$ cat src/rtl/parity_skid_buf.sv
// Two-entry FIFO with a registered head and a registered input ready.
module parity_skid_buf #(
   parameter int unsigned EntryW = 5
) (
   input  logic              clk_i,
   input  logic              rst_ni,
   input  logic              in_valid_i,
   output logic              in_ready_o,
   input  logic [EntryW-1:0] in_data_i,
   output logic              out_valid_o,
   input  logic              out_ready_i,
   output logic [EntryW-1:0] out_data_o
);

   logic [1:0]        count_d, count_q;
   logic [EntryW-1:0] head_d, head_q;
   logic [EntryW-1:0] skid_d, skid_q;
   logic              ready_d, ready_q;
   logic              push, pop;

   assign push        = in_valid_i & ready_q;
   assign pop         = (count_q != 2'd0) & out_ready_i;
   assign in_ready_o  = ready_q;
   assign out_valid_o = (count_q != 2'd0);
   assign out_data_o  = head_q;

   // Next-state for occupancy and storage; the head keeps its last value when empty.
   always_comb begin
      count_d = count_q;
      head_d  = head_q;
      skid_d  = skid_q;
      unique case (count_q)
         2'd0: begin
            if (push) begin
               head_d  = in_data_i;
               count_d = 2'd1;
            end
         end
         2'd1: begin
            if (push && pop) begin
               head_d = in_data_i;
            end else if (push) begin
               skid_d  = in_data_i;
               count_d = 2'd2;
            end else if (pop) begin
               count_d = 2'd0;
            end
         end
         default: begin
            // Ready is low when full, so only a pop can happen here.
            if (pop) begin
               head_d  = skid_q;
               count_d = 2'd1;
            end
         end
      endcase
      // Registered ready looks at next occupancy, never at out_ready_i directly.
      ready_d = (count_d != 2'd2);
   end

   // State registers; reset discards every buffered word and drops ready.
   always_ff @(posedge clk_i or negedge rst_ni) begin
      if (!rst_ni) begin
         count_q <= 2'd0;
         head_q  <= '0;
         skid_q  <= '0;
         ready_q <= 1'b0;
      end else begin
         count_q <= count_d;
         head_q  <= head_d;
         skid_q  <= skid_d;
         ready_q <= ready_d;
      end
   end

endmodule

$ cat config.mk
export PLATFORM = sky130hd
export DESIGN_NAME = parity_skid_buf
export DESIGN_NICKNAME = d
export VERILOG_FILES = /design/src/rtl/parity_skid_buf.sv
export SDC_FILE = /design/constraint.sdc
export NUM_CORES = 1
export LEC_CHECK = 0
export ABC_AREA = 1
export BUFFER_PORTS_ARGS = -buffer_cell sky130_fd_sc_hd__buf_2
export CORE_MARGIN = 1.5
export CORE_UTILIZATION = 40
export DETAILED_ROUTE_END_ITERATION = 8
export GPL_TIMING_DRIVEN = 0
export SYNTH_ARGS = -nofsm -noshare
export SYNTH_HDL_FRONTEND = slang
export SYNTH_SLANG_ARGS = --single-unit
$ cat constraint.sdc
create_clock -name clk_i -period 1.25 [get_ports clk_i]
set_clock_uncertainty 0.15 [all_clocks]
set_input_delay 0.0625 -clock clk_i [delete_from_list [all_inputs] [get_ports clk_i]]
set_output_delay 0.0625 -clock clk_i [all_outputs]
set_load 0.03 [all_outputs]
==> results of run 1 <==
[registers in the layout (all words and copies together) (netlist names)]
signal / cells
count_q: 2
in_ready_o: 1
out_data_o: 5
skid_q: 5
[worst max-delay path by stage]
stage               start  slack, ps           to  cells past startpoint
2_1_floorplan  in_ready_o         30   in_ready_o                      5
3_3_place_gp   count_q[1]          3   in_ready_o                      5
3_5_place_dp   count_q[1]         20   in_ready_o                      5
4_1_cts        count_q[1]        -30  out_valid_o                      4
5_1_grt        count_q[1]        -60  out_valid_o                      4
6_report       count_q[1]        -20  out_valid_o                      4
[worst min-delay path: stages]
cell and delay, ps:
buf_2 110, nand2_2 150, a21oi_4 80
[cell usage after synthesis (all sizes together)]
cell	count	area [µm²]
a21oi	1	16.27
buf	1	11.26
dfrtp	13	325.3
inv	5	26.28
nand2	45	216.5
nand3	12	60.06
nor2	1	11.26
[stage by stage]
stage                     util [%]  instances  total power, µW  setup slack, ps
after floorplan                  -         78             1101            32.88
after global placement       49.51        109             1248            2.799
after detailed placement     49.51        109             1257            17.27
after CTS                    59.09        125             1574           -32.21
after global routing         60.06        127             1698           -61.65
final                        60.06        127             1569           -16.02
[kinds of logic after synthesis]
kind of cell | Yosys count | share of synthesized area, %
flops | 13 | 48.78
compound gates | 1 | 2.440
simple gates | 58 | 43.15
buf+inv | 6 | 5.629
[power by group through the flow]
stage	Clock, µW	Sequential (µW)	Combinational [µW]
2_1_floorplan	0	765	336
3_3_place_gp	0	641	607
4_1_cts	262	640	673
3_5_place_dp	0	646	610
6_report	248	639	682
5_1_grt	284	660	754
[cells in the final DEF (no fill, tap or decap)]
master	Yosys	layout
dfrtp_2	0	1
nand3_1	12	12
nand2_2	3	2
inv_8	1	1
dlygate4sd3_1	0	8
inv_1	2	2
inv_2	2	2
dfrtp_1	13	12
a21oi_4	1	1
nor2_4	1	1
nand2_4	1	2
buf_6	1	2
buf_4	0	6
buf_2	0	14
nand2_1	39	39
nand2_8	2	2
clkbuf_1	0	1
clkbuf_4	0	3
[area by class of cell]
type                       instances  area (µm²)
multi-input combinational         59       309.0
fill                             156       615.6
tap                               16       20.02
buffer                             1       11.26
timing repair buffer              29       206.4
sequential                        13       326.6
inverter                           5       26.28
clock buffer                       4       26.28
[metal layers]
layer	vias to the layer above	part of all wire [%]	track usage (%)
met5	-	0	0
met3	2	5.4	7.500
met1	254	48	21.64
li1	307	-	-
met4	0	1.0	5.455
met2	15	45	24.41
[repair_timing]
item                                    CTS  global route
hold buffers                              8             0
gates cloned                              0             0
gates resized for setup                   3             0
buffers inserted                          4             2
endpoints found under the hold margin    24             0
pin swaps                                 0             1
endpoints found under the setup margin    1            13
==> metrics.cfg, run 1 <==
[cts]
cts_buffer_depth=2
numCtsBuffers=3
clk_latency_ps=270
cts_max_level=1
cts_root_buf=clkbuf_4
tritoncts=done
clk_pin_slew_ps=70
numClockSinks=13

[global_routing]
antenna_found_initial=0
first_global_vias=536
gr-usage-all-layers_pct=16.57
grt_overflow_total=0
grt_pass1_wl_um=2290
grt_max_degree=14

[pwr]
p_seq_share_pct=40.7
p_sw_share_pct=39.94
leakage_uw=0.0005043
power.switching_uw=626.8
p_int_uw=942.6
clkPwrFrac_pct=15.8
irDropWorstVdd_uv=835.2
p_comb_share_pct=43.5
cellPowerDensity_nw_per_um2=1695

[worst_hold_path]
hold_end=count_q[1]
hold_path_class=in -> reg
holdPathStages=3
hold_start=in_valid_i

[synthesis]
syn_area_per_cell_um2=8.550
syn_area_um2=666.9
ys_warn_count=0
ys_seq_area_share_pct=48.78
yosys_register_bits=13
syn-num-nets=87
syn_inst=78
netlist-cell-type-count=12

[critical_path]
rrSetupSlack_ps=30
cp_slowest_cell=dfrtp_1
crit_buf_inv=3
cpPeakStageDelay_ps=370
path_cells=buf_6, inv_8, nand2_8, buf_6
r2r_end=out_data_o[3]
cp.required_ps=1040
r2r_cells=7
critPathLaunchType=register
crit_type=reg -> out
worst_setup_path_end_kind=primary output
r2r-start=count_q[1]
worstPathArrival_ps=1050
cp_max_fo=7
crit_top_cell=buf_6
path_delay_family=flip-flops

[die]
core_area_um2=1541
fp.dieH_um=43.83
num_rows=14
die_w_um=43.83
pin_count=16
dieArea_um2=1921
start_util_pct=43.26

[sta]
tightestPinTransition_ps=290.4
min_period_ps=1266
setup_ws_ps=-16.02
rsz0062_at_grt=true
slew_headroom_pct=80.64
fin_setup_tns_ps=-16.02
slew_violations=0
hold_ws_ps=20.70
fmax_ghz=0.7899
setup_viol_count_final=1
layout_worst_path_cycle_share_pct=101.3
timing.final.hold_violations=0

[cells_and_area]
final_area_um2=925.9
drive_above_1_share_pct=33.33
final_nets=121
area_delta_synth_final_pct=38.84
n_antenna_cell=0

[route]
first_iter_violations=11
detail-route-antenna-nets=0
totalWireLength_um=1304
drt_first_pass_iters=4
via_count=578
drcViolationCount=0
routed_via_density=4.551
routedWlPerCell_um=10.27

[placement]
port_buffers=15
gp_congestion=0.7868
dp_hpwl_um=909.5
dpl-instance-area_um2=763.2

[status]
outcome=finished, violations left
violations=setup timing

[job]
drv_cap=0

No activity file was read; power rests on OpenSTA's default activity.
==> inputs of run 2 (changes only) <==
--- a/config.mk
+++ b/config.mk
@@ -7,7 +7,7 @@
 export LEC_CHECK = 0
 export ABC_AREA = 1
 export BUFFER_PORTS_ARGS = -buffer_cell sky130_fd_sc_hd__buf_2
-export CORE_MARGIN = 1.5
+export CORE_MARGIN = 5
 export CORE_UTILIZATION = 40
 export DETAILED_ROUTE_END_ITERATION = 8
 export GPL_TIMING_DRIVEN = 0
==> run 2 against run 1 <==
Compared with the run above:
- sequential share of layout area unchanged
- hold slack worse by 3.3 ps
- fmax up 0.13%
- sequential cell count unchanged
- register-to-register slack about the same
- the run still ends with setup timing left
- clock power about the same
- total power about the same
- utilization unchanged
- non-clock buffer count unchanged
- first-iteration DRC count up 9.1%
- design area unchanged
- setup slack better by 1.7 ps
==> metrics.cfg, run 2 (synthesis gave the netlist of run 1 again) <==
[critical_path]
cp_max_fo=4  ; was 7
critPathLaunchType=register  ; unchanged
crit_type=reg -> out  ; unchanged
worstPathArrival_ps=1050  ; about the same
startpoint=count_q[1]  ; unchanged
r2r-start=count_q[1]  ; unchanged
worst_setup_path_end_kind=primary output  ; unchanged
cp.required_ps=1040  ; about the same

[cells_and_area]
area_delta_synth_final_pct=38.84  ; unchanged
final_area_um2=925.9  ; unchanged
drive_above_1_share_pct=33.33  ; unchanged
n_antenna_cell=0  ; unchanged
final_common_cell=nand2_1  ; unchanged
layout_common_cells=nand2_1 (39), buf_2 (14), nand3_1 (12), dfrtp_1 (12), dlygate4sd3_1 (8)  ; unchanged
final_nets=121  ; unchanged

[sta]
layout_worst_path_cycle_share_pct=101.1  ; was 101.3%
tightestPinTransition_ps=293.9  ; was 290.4 ps
min_period_ps=1264  ; was 1266 ps
setup_ws_ps=-14.33  ; was -16.02 ps
setup_viol_count_final=1  ; unchanged
slew_violations=0  ; unchanged
timing.final.hold_violations=0  ; unchanged
rsz0062_at_grt=true  ; unchanged
slew_headroom_pct=80.40  ; was 80.64%
hold_ws_ps=17.41  ; was 20.70 ps
fmax_ghz=0.7909  ; was 0.7899 GHz

[route]
dr_wl_met2_um=614  ; was 590 µm
via_count=584  ; was 578
top_layer=met4  ; unchanged
first_iter_violations=12  ; was 11
drt_first_pass_iters=4  ; unchanged
drcViolationCount=0  ; unchanged
totalWireLength_um=1347  ; was 1304 µm
detail-route-antenna-nets=0  ; unchanged
routedWlPerCell_um=10.61  ; was 10.27 µm
routed_via_density=4.598  ; was 4.551
met1_length_um=614  ; was 629 µm
wl_met3_um=98  ; was 70 µm

[pwr]
cellPowerDensity_nw_per_um2=1694  ; was 1695 nW/µm²
p_total_uw=1568  ; was 1569 µW
leakage_uw=0.0005048  ; was 0.0005043 µW
irDropWorstVdd_uv=831.0  ; was 835.2 µV

[die]
num_rows=14  ; unchanged
fp.dieH_um=50.83  ; was 43.83 µm
core_area_um2=1541  ; unchanged
die_w_um=50.83  ; was 43.83 µm
start_util_pct=43.26  ; unchanged
dieArea_um2=2584  ; was 1921 µm²
pin_count=16  ; unchanged

[global_routing]
antenna_found_initial=0  ; unchanged
first_global_vias=512  ; was 536
grt_max_degree=14  ; unchanged
grt_overflow_total=0  ; unchanged
gr-usage-all-layers_pct=11.04  ; was 16.57%
grt_pass1_wl_um=2180  ; was 2290 µm

[status]
outcome=finished, violations left  ; unchanged
violations=setup timing  ; unchanged

[cts]
numClockSinks=13  ; unchanged
cts_root_buf=clkbuf_4  ; unchanged
cts_buffer_depth=2  ; unchanged
clk_pin_slew_ps=70  ; about the same
clk_latency_ps=270  ; about the same
tritoncts=done  ; unchanged
numCtsBuffers=3  ; unchanged
cts_max_level=1  ; unchanged

[placement]
gp_congestion=0.7281  ; was 0.7868
dpl-instance-area_um2=763.2  ; unchanged
port_buffers=15  ; unchanged
dp_hpwl_um=967.4  ; was 909.5 µm

[job]
drv_cap=0  ; unchanged

[worst_hold_path]
hold_start=out_ready_i  ; was in_valid_i
hold_path_class=in -> reg  ; unchanged

==> run 2: cell counts in the layout (fill, tap and decap cells not counted) <==
No cell type changed its count.
==> run 2: power breakdown <==
part,switching [µW],internal (µW)
combinational,432,253
clock,126,124
sequential,68.4,567
total,625,943
==> run 2: final cells by class <==
class / count / area (µm²)
timing repair buffer: 29 / 206.4
multi-input combinational: 59 / 309.0
sequential: 13 / 326.6
clock buffer: 4 / 26.28
fill: 159 / 615.6
tap: 16 / 20.02
inverter: 5 / 26.28
buffer: 1 / 11.26
==> run 2: worst paths after layout <==
path | endpoint | slack (ps) | depth (start not counted)
max | out_valid_o | -10 | 4
min in group asynchronous | count_q[1] | 50 | 2
max reg2reg | out_data_o[1] | 30 | 7
max in group asynchronous | in_ready_o | 660 | 2
min | in_ready_o | 20 | 5
min reg2reg | out_data_o[0] | 320 | 2
==> run 2: critical path, cell delays in order, from the launching register on <==
cell and delay, ps:
dfrtp_1 370, buf_6 140, inv_8 60, nand2_8 60
buf_6 140
==> run 2: per-stage QoR <==
step	util [%]	setup WS, ps	cells	setup TNS [ps]
after floorplan	-	32.88	78	0
after global placement	49.51	-4.753	109	-4.753
after detailed placement	49.51	1.978	109	0
after CTS	58.44	-31.00	124	-31.00
after global routing	60.06	-70.96	127	-333.6
final	60.06	-14.33	127	-14.33
==> run 2: per-layer routing <==
metal,vias up,track usage [%]
li1,310,-
met1,253,14.39
met2,16,15.91
met3,5,5.233
met4,0,3.830
met5,-,0
==> run 2: timing repair <==
action	4_1_cts	5_1_grt
hold buffers	7	1
hold endpoints to repair	24	1
resized for setup	3	0
endpoints found under the setup margin	2	12
buffers inserted	4	2
